`src/rtl/game_input_pkg.sv`:
```
// game_input_pkg: move codes, encoder FSM states and the key-index-to-code mapping
package game_input_pkg;
  localparam logic [2:0] GO_NONE  = 3'd0;
  localparam logic [2:0] GO_UP    = 3'd1;
  localparam logic [2:0] GO_DOWN  = 3'd2;
  localparam logic [2:0] GO_LEFT  = 3'd3;
  localparam logic [2:0] GO_RIGHT = 3'd4;
  typedef enum logic {IDLE, HELD} state_e;
  function automatic int key_code(input int idx, input int num_keys);
    return num_keys - idx;
  endfunction
endpackage

```
`src/rtl/key_debouncer.sv`:
```
// key_debouncer: 2-flop synchroniser plus stability filter for one active-low key
module key_debouncer #(
  parameter int DEBOUNCE_CYCLES = 500000
) (
  input  logic clk,
  input  logic resetn,
  input  logic key_n_i,
  output logic stable_o,
  output logic press_o
);
  localparam int CW = $clog2(DEBOUNCE_CYCLES + 1);
  logic [1:0] sync_q;
  logic [CW-1:0] cnt_q, cnt_d;
  logic stable_q, press_q, flip;
  // Stable flips on the DEBOUNCE_CYCLES-th consecutive edge that sees a differing level
  always_comb begin
    flip = (sync_q[1] != stable_q) && (cnt_q == CW'(DEBOUNCE_CYCLES - 1));
    cnt_d = (sync_q[1] == stable_q || flip) ? '0 : cnt_q + 1'b1;
  end
  always_ff @(posedge clk or negedge resetn) begin
    if (!resetn) begin
      sync_q <= '0;
      cnt_q <= '0;
      stable_q <= 1'b0;
      press_q <= 1'b0;
    end else begin
      sync_q <= {sync_q[0], ~key_n_i};
      cnt_q <= cnt_d;
      stable_q <= stable_q ^ flip;
      press_q <= flip & sync_q[1];
    end
  end
  assign stable_o = stable_q;
  assign press_o = press_q;
endmodule

```
`src/rtl/key_move_encoder.sv`:
```
// key_move_encoder: turns debounced key presses into one-cycle move codes,
// with optional auto-repeat while the active key stays held.
module key_move_encoder
  import game_input_pkg::*;
#(
  parameter int NUM_KEYS        = 4,
  parameter int CODE_W          = 3,
  parameter int DEBOUNCE_CYCLES = 500000,
  parameter int REPEAT_EN       = 0,
  parameter int REPEAT_DELAY    = 25000000,
  parameter int REPEAT_PERIOD   = 7500000
) (
  input  logic                clk,
  input  logic                resetn,
  input  logic [NUM_KEYS-1:0] key_n,
  input  logic                enable,
  output logic [CODE_W-1:0]   go,
  output logic                go_valid,
  output logic                held
);
  localparam int IW = NUM_KEYS > 1 ? $clog2(NUM_KEYS) : 1;
  localparam int RMAX = REPEAT_DELAY > REPEAT_PERIOD ? REPEAT_DELAY : REPEAT_PERIOD;
  localparam int RW = $clog2(RMAX + 1);
  logic [NUM_KEYS-1:0] stable, press;
  genvar i;
  for (i = 0; i < NUM_KEYS; i++) begin : g_key
    key_debouncer #(.DEBOUNCE_CYCLES(DEBOUNCE_CYCLES)) u_deb (
      .clk(clk),
      .resetn(resetn),
      .key_n_i(key_n[i]),
      .stable_o(stable[i]),
      .press_o(press[i])
    );
  end
  logic sel_v;
  logic [IW-1:0] sel;
  // Highest index wins; lower simultaneous presses are dropped
  always_comb begin
    sel_v = 1'b0;
    sel = '0;
    for (int j = 0; j < NUM_KEYS; j++)
      if (press[j]) begin
        sel_v = 1'b1;
        sel = IW'(j);
      end
  end
  state_e state_q, state_d;
  logic [IW-1:0] act_q, act_d;
  logic [RW-1:0] rcnt_q, rcnt_d;
  logic [CODE_W-1:0] go_q, go_d;
  logic go_valid_q, held_q;
  always_comb begin
    state_d = state_q;
    act_d = act_q;
    rcnt_d = rcnt_q;
    go_d = CODE_W'(GO_NONE);
    if (!enable) state_d = IDLE;
    else if (state_q == IDLE) begin
      if (sel_v) begin
        go_d = CODE_W'(key_code(int'(sel), NUM_KEYS));
        act_d = sel;
        rcnt_d = RW'(REPEAT_DELAY);
        state_d = HELD;
      end
    end else if (!stable[act_q]) state_d = IDLE;
    else if (sel_v) begin
      go_d = CODE_W'(key_code(int'(sel), NUM_KEYS));
      act_d = sel;
      rcnt_d = RW'(REPEAT_DELAY);
    end else if (REPEAT_EN != 0) begin
      rcnt_d = rcnt_q - 1'b1;
      if (rcnt_q == RW'(1)) begin
        go_d = CODE_W'(key_code(int'(act_q), NUM_KEYS));
        rcnt_d = RW'(REPEAT_PERIOD);
      end
    end
  end
  always_ff @(posedge clk or negedge resetn) begin
    if (!resetn) begin
      state_q <= IDLE;
      act_q <= '0;
      rcnt_q <= '0;
      go_q <= '0;
      go_valid_q <= 1'b0;
      held_q <= 1'b0;
    end else begin
      state_q <= state_d;
      act_q <= act_d;
      rcnt_q <= rcnt_d;
      go_q <= go_d;
      go_valid_q <= go_d != '0;
      held_q <= |stable;
    end
  end
  assign go = go_q;
  assign go_valid = go_valid_q;
  assign held = held_q;
endmodule

```
`config.mk`:
```
export PLATFORM = sky130hd
export DESIGN_NAME = key_move_encoder
export DESIGN_NICKNAME = d
export VERILOG_FILES = /design/src/rtl/game_input_pkg.sv /design/src/rtl/key_debouncer.sv /design/src/rtl/key_move_encoder.sv
export SDC_FILE = /design/constraint.sdc
export NUM_CORES = 1
export LEC_CHECK = 0
export ABC_AREA = 1
export BUFFER_PORTS_ARGS = -buffer_cell sky130_fd_sc_hd__clkbuf_2
export CELL_PAD_IN_SITES_DETAIL_PLACEMENT = 1
export CELL_PAD_IN_SITES_GLOBAL_PLACEMENT = 1
export CORE_UTILIZATION = 47
export CTS_BUF_LIST = sky130_fd_sc_hd__clkbuf_2 sky130_fd_sc_hd__clkbuf_4 sky130_fd_sc_hd__clkbuf_8
export CTS_CLUSTER_DIAMETER = 30
export DETAILED_ROUTE_END_ITERATION = 10
export HOLD_SLACK_MARGIN = 0.03
export PLACE_DENSITY = 0.79
export SLEW_MARGIN = 20
export SYNTH_ARGS = -nofsm -noshare
export SYNTH_HDL_FRONTEND = slang
export SYNTH_SLANG_ARGS = --single-unit
```
`constraint.sdc`:
```
create_clock -name clk -period 2.51 [get_ports clk]
set_clock_uncertainty 0.1 [all_clocks]
set_input_delay 0.251 -clock clk [delete_from_list [all_inputs] [get_ports clk]]
set_output_delay 0.251 -clock clk [all_outputs]
set_load 0.1 [all_outputs]
```
# [Yosys cells after proc, flatten, opt, wreduce, memory -nomap -nowiden]
# Cells that the tools add are included.
[totals] out_inout_bits=5 ramBits=0 mem_count=0 latch_bits=0 wordCells=87 romBits=0 reg_bits=100
[classes] muxes=24 n_reduce_logical=11 n_lt_le_gt_ge=1 addsub=5 bitwise=12 div_mod_pow=0 n_shift=0 eq_ne=13 multipliers=0
[op_table] cell="19-bit by 1-bit adder with 19-bit output, second input constant" n=4
[op_table] cell="19-bit equality test, second input constant" n=4
[op_table] cell="19-bit two-way mux" n=4
[op_table] cell="3-bit two-way mux" n=4
[op_table] cell="1-bit two-way mux" n=10
[op_table] cell="2-bit two-way mux" n=5
[op_table] cell="1-bit AND" n=4
[op_table] cell="1-bit equality test" n=4
[op_table] cell="1-bit logical AND" n=4
[op_table] cell="1-bit logical OR" n=4
[op_table] cell="1-bit inequality test" n=4
[op_table] cell="1-bit NOT" n=4
[op_table] cell="4-bit OR reduction" n=1
[op_table] cell="1-bit XOR" n=4
[op_table] cell="2-bit by 3-bit less-than comparator with 1-bit output, second input constant" n=1
[op_table] cell="3-bit nonzero test" n=1
[op_table] cell="3-bit by 2-bit subtractor with 3-bit output, first input constant" n=1
[op_table] cell="1-bit binary-select mux with 2-bit select" n=1
[op_table] cell="2-bit by 1-bit inequality test with 1-bit output, second input constant" n=1
[op_table] cell="2-bit AND reduction" n=1

# [Logic depth before layout (Yosys ltp)]
# Gate-level depths: netlist of run 1.
[depth] word_depth=9 mapped_depth=9

# [Cells and area by module]
# From an unflattened synthesis of run 1, not the netlist that was laid out.
[hier_totals] cells_unflattened=702 area_unflattened_um2=5412.7
[modules_own_cells] module="key_debouncer" cells_each=165 area_each_um2=1261.2 n_inst=4
[modules_own_cells] module="key_move_encoder" cells_each=42 area_each_um2=367.9 n_inst=1

# [Least setup slack after synthesis of run 1]
# No wires, ideal clock.
[synth_timing] path_type="register -> register" from="register g_key[3].u_deb.cnt_q[0]" to="register g_key[3].u_deb.cnt_q[16]" path_slack_ns=0.998 stages_incl_launch_ff=10 n_path_buf=1 t_arrival_ns=1.293 setup_ns=0.119 synth_period_minus_slack_ns=1.512 path_cell_list="dfrtp_1 > ha_1 > nand2_2 > inv_1 > nand2_1 > nor2_1 > nand3_2 > nand2_4 > buf_6 > nor2_1"
[synth_between] elab_chain_cells=4
[synth_lines] item="from (decl)" line="key_debouncer.sv:13" text="logic [CW-1:0] cnt_q, cnt_d;"
[synth_lines] item="from (signal assigned)" line="key_debouncer.sv:28" text="cnt_q <= cnt_d;"
[synth_lines] item="branches (longest 3 deep; another with 19-bit by 1-bit adder with 19-bit output)"
[synth_lines] item="19-bit two-way mux *" line="key_debouncer.sv:18" text="cnt_d = (sync_q[1] == stable_q || flip) ? '0 : cnt_q + 1'b1;"
[synth_lines] item="named net g_key[3].u_deb.cnt_d[16]" line="key_debouncer.sv:13"
# Mark *: on every way through the listed nets, which the timed path passes.
# A chain may end at the register's enable or synchronous reset.

# [Final worst setup path of run 1]
[layout_timing] from="register g_key[1].u_deb.cnt_q[0]" to="register g_key[1].u_deb.cnt_q[14]"
[layout_between] elab_chain_cells=4
[layout_lines] item="from (decl)" line="key_debouncer.sv:13"
[layout_lines] item="from (signal assigned)" line="key_debouncer.sv:28"
[layout_lines] item="branches (longest 3 deep; another with 19-bit by 1-bit adder with 19-bit output)"
[layout_lines] item="19-bit two-way mux *" line="key_debouncer.sv:18"
[layout_lines] item="named net g_key[1].u_deb.cnt_d[14]" line="key_debouncer.sv:13"
# Marked as above.

==> results of run 1 <==
per-stage QoR:
stage / power (mW) / cell area [µm²]
2_1_floorplan: 1.74 / 5120
3_5_place_dp: 1.80 / 5330
5_1_grt: 2.82 / 5550
6_report: 2.72 / 5550
4_1_cts: 2.75 / 5550
3_3_place_gp: 1.79 / 5330
area by class of cell:
class | instances | area share (%)
well taps | 136 | 3.07
clock inverters | 4 | 0.473
multi-input cells | 487 | 41.5
repair buffers | 19 | 2.34
flip-flops and latches | 100 | 45.1
clock buffers | 12 | 2.64
inverters | 73 | 4.94
synthesized netlist by cell type (all sizes together):
cell type / count / area (µm²)
nor2: 188 / 713
nand2: 158 / 608
dfrtp: 100 / 2500
inv: 73 / 274
nand3: 46 / 245
xor2: 33 / 289
xnor2: 16 / 140
nand4: 12 / 75.1
nor3: 9 / 55.1
a21oi: 6 / 30.0
o21ai: 6 / 30.0
buf: 4 / 45.0
ha: 4 / 50.1
o21a: 4 / 30.0
o211ai: 2 / 15.0
and2: 1 / 6.26
nand3b: 1 / 7.51
or2: 1 / 6.26
critical path, stage by stage, from the launching register on:
cell	delay (ns)
dfrtp_1	0.41
ha_1	0.24
nand2_1	0.12
nor2_1	0.26
nand3_2	0.15
nand2_2	0.28
nor2_1	0.09
timing repair:
item,in CTS,in global routing
setup buffers,0,0
hold endpoints to repair,35,0
hold buffers,5,0
resized for setup,0,0
worst paths after layout:
kind / cells past startpoint / slack [ns] / start / to
min in group asynchronous: 2 / 0.26 / resetn / g_key[1].u_deb.cnt_q[16]
hold / removal: 3 / 0.07 / enable / go[1]
hold reg to reg: 0 / 0.25 / g_key[0].u_deb.sync_q[0] / g_key[0].u_deb.sync_q[1]
setup reg to reg: 6 / 0.74 / g_key[1].u_deb.cnt_q[0] / g_key[1].u_deb.cnt_q[14]
max in group asynchronous: 3 / 1.28 / resetn / g_key[0].u_deb.cnt_q[11]
setup / recovery: 6 / 0.74 / g_key[1].u_deb.cnt_q[0] / g_key[1].u_deb.cnt_q[14]
metal layers:
layer  GRT usage [%]  wire (µm)  vias up
met4            7.84        160        0
met3            3.31        201       12
met2            38.5       5600       36
met5               0          0        -
met1            28.7       5550     2014
li1                -          -     2094
cell families after synthesis:
logic type / Yosys count / share of synthesized area, %
adders and majority gates: 4 / 0.977
and+or+nand+nor: 416 / 33.5
buffers and inverters: 77 / 6.23
DFF: 100 / 48.9
AOI/OAI and AO/OA: 18 / 2.05
xor gates and xnor gates: 49 / 8.38
power by group:
group          internal [mW]  switching [mW]  total, mW  leakage [nW]
registers               1.63          0.0185       1.65          1.37
clock network          0.393           0.559      0.952        0.0906
logic                 0.0345          0.0817      0.116          1.03
registers in the layout (all words and copies together) (netlist names), named ones only:
| signal | cells |
|---|---|
| g_key.u_deb.cnt_q | 76 |
| g_key.u_deb.press_o | 4 |
| g_key.u_deb.sync_q | 8 |
| state_q | 1 |
| held | 1 |
| go | 3 |
| go_valid | 1 |
| act_q | 2 |
placed cells by master, fill, tap and decap left out, drive strengths merged, types with 9 or more instances in the layout:
cell | synthesis | final
dfrtp | 100 | 100
xor2 | 33 | 33
nand4 | 12 | 12
nand3 | 46 | 46
nor3 | 9 | 9
nand2 | 158 | 158
clkbuf | 0 | 22
inv | 73 | 73
xnor2 | 16 | 16
nor2 | 188 | 188
==> results.json, run 1 <==
{
  "status": "finished clean",
  "die_x_um": 106,
  "vias_per_cell": 5.00,
  "yosysWarnings": 0,
  "io_buffers": 11,
  "fin_util_pct": 53.0,
  "leakagePower_nw": 2.49,
  "pwr_density_cell_nw_per_um2": 490,
  "dp_cells": 810,
  "regArea_um2": 2500,
  "ys_ff_latch": 100,
  "drive_above_1_share_pct": 6.19,
  "finalSetupTns_ns": 0,
  "drv_slew": 0,
  "clkSinkCount": 100,
  "report.final.hold_viol_count": 0,
  "startpoint_type": "register",
  "rsz0062_at_grt": "false",
  "syn_avg_cell_area_um2": 7.71,
  "worstPathMaxFanout": 17,
  "routedWlPerCell_um": 13.9,
  "finalSetupViolCount": 0,
  "nFillCells": 1343,
  "drt_pre_antenna_iters": 4,
  "final_antenna_net_count": 0,
  "fin_crit_sh_pct": 70.3,
  "hp-class": "input pin to register",
  "gr-total-overflow": 0,
  "synth.cell_area_um2": 5120,
  "hpwl_mm": 8.82,
  "end_kind": "register",
  "cts_tree": "built",
  "antenna_found_initial": 0,
  "nets": 701,
  "vias": 4156,
  "clock.fmax_mhz": 567,
  "ios": 12,
  "synth_seq_area_share_pct": 48.9,
  "syn-instance-count": 664,
  "final_cells": 831,
  "critical_path_required_ns": 2.66,
  "grt_pass1_wl_mm": 20.0,
  "crit_arrival_ns": 1.91,
  "grt_max_degree": 35,
  "route.detailed.drc": 0,
  "cts_max_path_buffers": 2,
  "peakVddDrop_mv": 0.228,
  "gp_congestion": 0.817,
  "wl_mm": 11.5,
  "drv_cap": 0,
  "core_um2": 10500,
  "grt_pass1_vias": 4384,
  "htree_levels": 3,
  "cts.clk_slew.worst_paths_ns": 0.09,
  "fin_crit_ns": 1.77,
  "tightest_slew_ns": 0.540,
  "placementRows": 37,
  "syn_nets": 675,
  "track_usage_pct": 22.4,
  "area_growth_pct": 8.35,
  "num_antenna_cells": 0,
  "drt_iter0_drc": 122,
  "cts_buffers": 9,
  "synth_cell_type_count": 24,
  "layout_setup_ws_ns": 0.745,
  "pre_cts_ws_ns": 0.751,
  "holdWs_ns": 0.0708,
  "worstSetupPathType": "register to register",
  "slew_headroom_pct": 64.2,
  "die-area_um2": 11300,
  "fp.dieH_um": 106,
  "clk_latency_ns": 0.37,
  "root_buffer": "clkbuf_8",
  "multiInputGateArea_um2": 2300,
  "start_util_pct": 49.0
}
No activity file was read; power rests on OpenSTA's default activity.
==> inputs of run 2 (changes only) <==
- ABC_AREA: 1 -> 0
- CORE_UTILIZATION: 47 -> 46
- PLACE_DENSITY: 0.79 -> 0.76
- clock period: 2.51 -> 1.46 ns (I/O delays scaled with it)
==> run 2 against run 1 <==
  * The run now fails in global routing
  * Synthesized cell count decreased by 31%
  * Area after synthesis shrank 8.2%
==> results.json, run 2 <==
{
  "antenna_found_initial": 0,
  "synth.most_common_cell": "dfrtp_1",
  "synth_ff_type": "dfrtp_1",
  "fp.dieH_um": 103,
  "synth_enable_flop_cells": 0,
  "htree_levels": 3,
  "endpoint_type": "sequential cell input",
  "syn-instance-count": 461,
  "synth_cell_type_count": 44,
  "clkSinkCount": 100,
  "cts_max_path_buffers": 2,
  "synth.cell_area_um2": 4700,
  "synthTopCellsByArea": "dfrtp_1, xnor2_1, nor2_1",
  "error": "[ERROR DPL-0033] detailed placement checks failed during check placement.",
  "cts_buffers": 9,
  "ys_ff_latch": 100,
  "die_x_um": 103,
  "ios": 12,
  "placementRows": 36,
  "syn_avg_cell_area_um2": 10.2,
  "hpwl_mm": 9.50,
  "synth-async-reset-ratio_pct": 100,
  "grt_max_degree": 32,
  "start_util_pct": 47.9,
  "synth_seq_area_share_pct": 53.2,
  "netlist.area_leader.share_pct": 53.2,
  "dp_cells": 727,
  "yosysWarnings": 0,
  "worst_endpoint": "_647_/D",
  "ys_top_cells_by_count": "dfrtp_1, nor2_1, xnor2_1",
  "io_buffers": 11,
  "root_buffer": "clkbuf_8",
  "gp_congestion": 0.796,
  "haltStage": "global routing",
  "synth_area_leader_cell": "dfrtp_1",
  "status": "aborted with a tool error",
  "syn_nets": 472
}
==> run 2: cell count changes after synthesis, moves of 10 or more <==
cell / delta
a21oi_1: +12
or3_1: +10
nor4_1: +17
nor2_1: -120
nand2_1: -125
inv_1: -53
xnor2_1: +17
xor2_1: -11
nand3_1: -17
or4_1: +10
==> run 2: cells by family after synthesis <==
family | share of synthesized area [%]
fa+ha+maj | 1.06
simple gates | 25.7
flops | 53.2
mux | 1.65
compound gates | 5.96
xor+xnor | 10.2
buf+inv | 2.18
==> run 2: stage by stage <==
stage / worst slack [ns] / instance area (µm²) / setup TNS (ns)
floorplan: -0.607 / 4870 / -21.07
CTS: -0.668 / 6790 / -30.10
global placement: -0.641 / 6040 / -25.58
detailed placement: -0.703 / 6040 / -30.28
==> run 2: timing repair <==
item	4_1_cts
gates resized for setup	62
pin swaps	27
hold buffers	6
hold endpoints to repair	106
gates cloned	3
setup endpoints to repair	85
setup buffers	22
==> inputs of run 3 (changes only) <==
- CELL_PAD_IN_SITES_DETAIL_PLACEMENT: 1 -> unset
- CELL_PAD_IN_SITES_GLOBAL_PLACEMENT: 1 -> unset
- CORE_UTILIZATION: 46 -> 32
- CTS_BUF_LIST: sky130_fd_sc_hd__clkbuf_2 sky130_fd_sc_hd__clkbuf_4 sky130_fd_sc_hd__clkbuf_8 -> unset
- CTS_CLUSTER_DIAMETER: 30 -> unset
- HOLD_SLACK_MARGIN: 0.03 -> unset
- PLACE_DENSITY: 0.76 -> unset
- PLACE_DENSITY_LB_ADDON: unset -> 0.15
- clock period: 1.46 -> 1.9 ns (I/O delays scaled with it)
==> run 3 against run 2 <==
  * The flow now finishes, with violations (negative setup slack)
  * Area after synthesis did not move
  * Synthesized cell count did not move
==> results.json, run 3 <==
{
  "crit_arrival_ns": 2.21,
  "vias": 3615,
  "holdWs_ns": 0.0517,
  "routedWlPerCell_um": 13.1,
  "synth.most_common_cell": "dfrtp_1",
  "pre_cts_ws_ns": -0.187,
  "fp.dieH_um": 123,
  "io_buffers": 11,
  "cts_max_path_buffers": 2,
  "drt_pre_antenna_iters": 4,
  "final_antenna_net_count": 0,
  "power.total_mw": 4.03,
  "synth_seq_area_share_pct": 53.2,
  "synth_compound_area_share_pct": 5.96,
  "route.detailed.drc": 0,
  "area_growth_pct": 26.9,
  "track_usage_pct": 14.3,
  "ys_top_cells_by_count": "dfrtp_1, nor2_1, xnor2_1",
  "crit_family": "simple AND/OR/NAND/NOR gates",
  "peakVddDrop_mv": 0.395,
  "crit_chain": "or4b_1 -> or4_4 -> nor2_4 -> mux2_4",
  "netlist.area_leader.share_pct": 53.2,
  "max_flop_register": "g_key.u_deb.cnt_q",
  "layout_setup_ws_ns": -0.181,
  "synth_area_leader_cell": "dfrtp_1",
  "slew_headroom_pct": 64.2,
  "critPathMaxStageDelay_ns": 0.56,
  "start_util_pct": 33.3,
  "rsz0062_at_grt": "true",
  "synth-simple-area-share_pct": 25.7,
  "synth_mux_area_share_pct": 1.65,
  "worstSetupPathType": "register to register",
  "clock.fmax_mhz": 481,
  "placementRows": 43,
  "ios": 12,
  "yosysWarnings": 0,
  "drv_cap": 0,
  "die_x_um": 123,
  "fin_crit_ns": 2.08,
  "status": "finished, violations left",
  "gr-total-overflow": 0,
  "drt_iter0_drc": 196,
  "violations": "negative setup slack",
  "startpoint_type": "register",
  "synth_cell_type_count": 44,
  "synth.cell_area_um2": 4700,
  "final_cell_mix": "dfrtp_1, buf_4, nor2_1",
  "critical_path_required_ns": 2.02,
  "worst_path_max_delay_cell": "or4_4",
  "die-area_um2": 15200,
  "syn_nets": 472,
  "pwr_density_cell_nw_per_um2": 677,
  "cts.clk_slew.worst_paths_ns": 0.06,
  "synth_ff_type": "dfrtp_1",
  "finalSetupTns_ns": -2.73,
  "worstPathMaxFanout": 2,
  "fin_crit_sh_pct": 110,
  "cp_num_buf_inv": 0,
  "grt_pass1_vias": 3586,
  "htree_levels": 3,
  "vias_per_cell": 4.90,
  "drive_above_1_share_pct": 22.3,
  "wl_mm": 9.67,
  "finalSetupViolCount": 20,
  "syn_avg_cell_area_um2": 10.2,
  "clkSinkCount": 100,
  "largest_reg_flops": 76,
  "gp_congestion": 0.767,
  "drv_slew": 0,
  "syn-instance-count": 461,
  "final_common_cell": "dfrtp_1",
  "cts_tree": "built",
  "synth_xor_area_share_pct": 10.2,
  "synth-async-reset-ratio_pct": 100,
  "grt_max_degree": 33,
  "root_buffer": "clkbuf_16",
  "end_kind": "register",
  "antenna_found_initial": 1,
  "report.final.hold_viol_count": 0,
  "clk_latency_ns": 0.34,
  "ys_ff_latch": 100,
  "hp-class": "input pin to register",
  "synthTopCellsByArea": "dfrtp_1, xnor2_1, nor2_1",
  "nFillCells": 1390,
  "synth_top_family_by_area": "simple AND/OR/NAND/NOR gates",
  "grt_pass1_wl_mm": 16.6,
  "nets": 565,
  "leakagePower_nw": 2.54,
  "tightest_slew_ns": 0.540,
  "cts_buffers": 9,
  "synth_enable_flop_cells": 0,
  "hpwl_mm": 6.79,
  "synth_fa_ha_area_share_pct": 1.06,
  "core_um2": 14100
}
==> run 3: cell counts after synthesis <==
Identical to the previous run, type by type.
==> run 3: final timing paths <==
path                                           from                        to  slack, ns  cells after the start
min in group asynchronous                    resetn  g_key[0].u_deb.cnt_q[11]       0.24                      2
setup reg to reg           g_key[2].u_deb.cnt_q[14]                  register      -0.18                      4
max in group asynchronous                    resetn  g_key[1].u_deb.cnt_q[16]       0.84                      3
setup / recovery           g_key[2].u_deb.cnt_q[14]                  register      -0.18                      4
hold reg to reg            g_key[0].u_deb.sync_q[0]  g_key[0].u_deb.sync_q[1]       0.25                      0
hold / removal                               enable                  act_q[0]       0.05                      3
==> run 3: cells by family after synthesis <==
family                   count (synthesis)
AO/OA/AOI/OAI                           44
multiplexers                             7
AND/OR/NAND/NOR                        225
adder cells (fa/ha/maj)                  4
XOR/XNOR                                55
flip-flops                             100
buffers and inverters                   26
==> run 3: routing by layer <==
layer / wire, µm / global-route usage, %
met2: 4460 / 22.6
met5: 0 / 0
met3: 254 / 3.04
met4: 176 / 6.55
met1: 4780 / 18.7
==> run 3: worst register-to-register path, stage by stage (launching register included) <==
cell and delay (ns):
dfrtp_1 0.38, or4b_1 0.51, or4_4 0.56, nor2_4 0.12, mux2_4 0.30
==> run 3: layout make-up <==
class	instances	area [µm²]	area share [%]
repair buffers	89	706	11.8
flip-flops and latches	100	2500	42.0
clock buffers	12	246	4.13
clock inverters	2	12.5	0.210
diodes	1	2.50	0.0420
multi-input cells	335	2200	36.8
inverters	19	71.3	1.20
well taps	180	225	3.78
==> run 3: timing repair <==
action	4_1_cts	5_1_grt
resized for setup	2	14
hold endpoints to repair	33	0
hold buffers	5	0
setup endpoints to repair	21	45
pin swaps	1	7
gates cloned	0	0
buffers inserted	1	13
==> run 3: per-stage QoR <==
stage	instances	area (µm²)	util (%)
6_report	738	5960	42.3
5_1_grt	737	5960	42.3
4_1_cts	724	5790	41.1
3_5_place_dp	704	5470	38.8
3_3_place_gp	704	5470	38.8
2_1_floorplan	461	4730	-
==> run 3: power breakdown <==
group	total (mW)	switching (mW)	internal [mW]
Combinational	0.192	0.113	0.0790
Clock	1.66	0.754	0.908
Sequential	2.18	0.0215	2.16
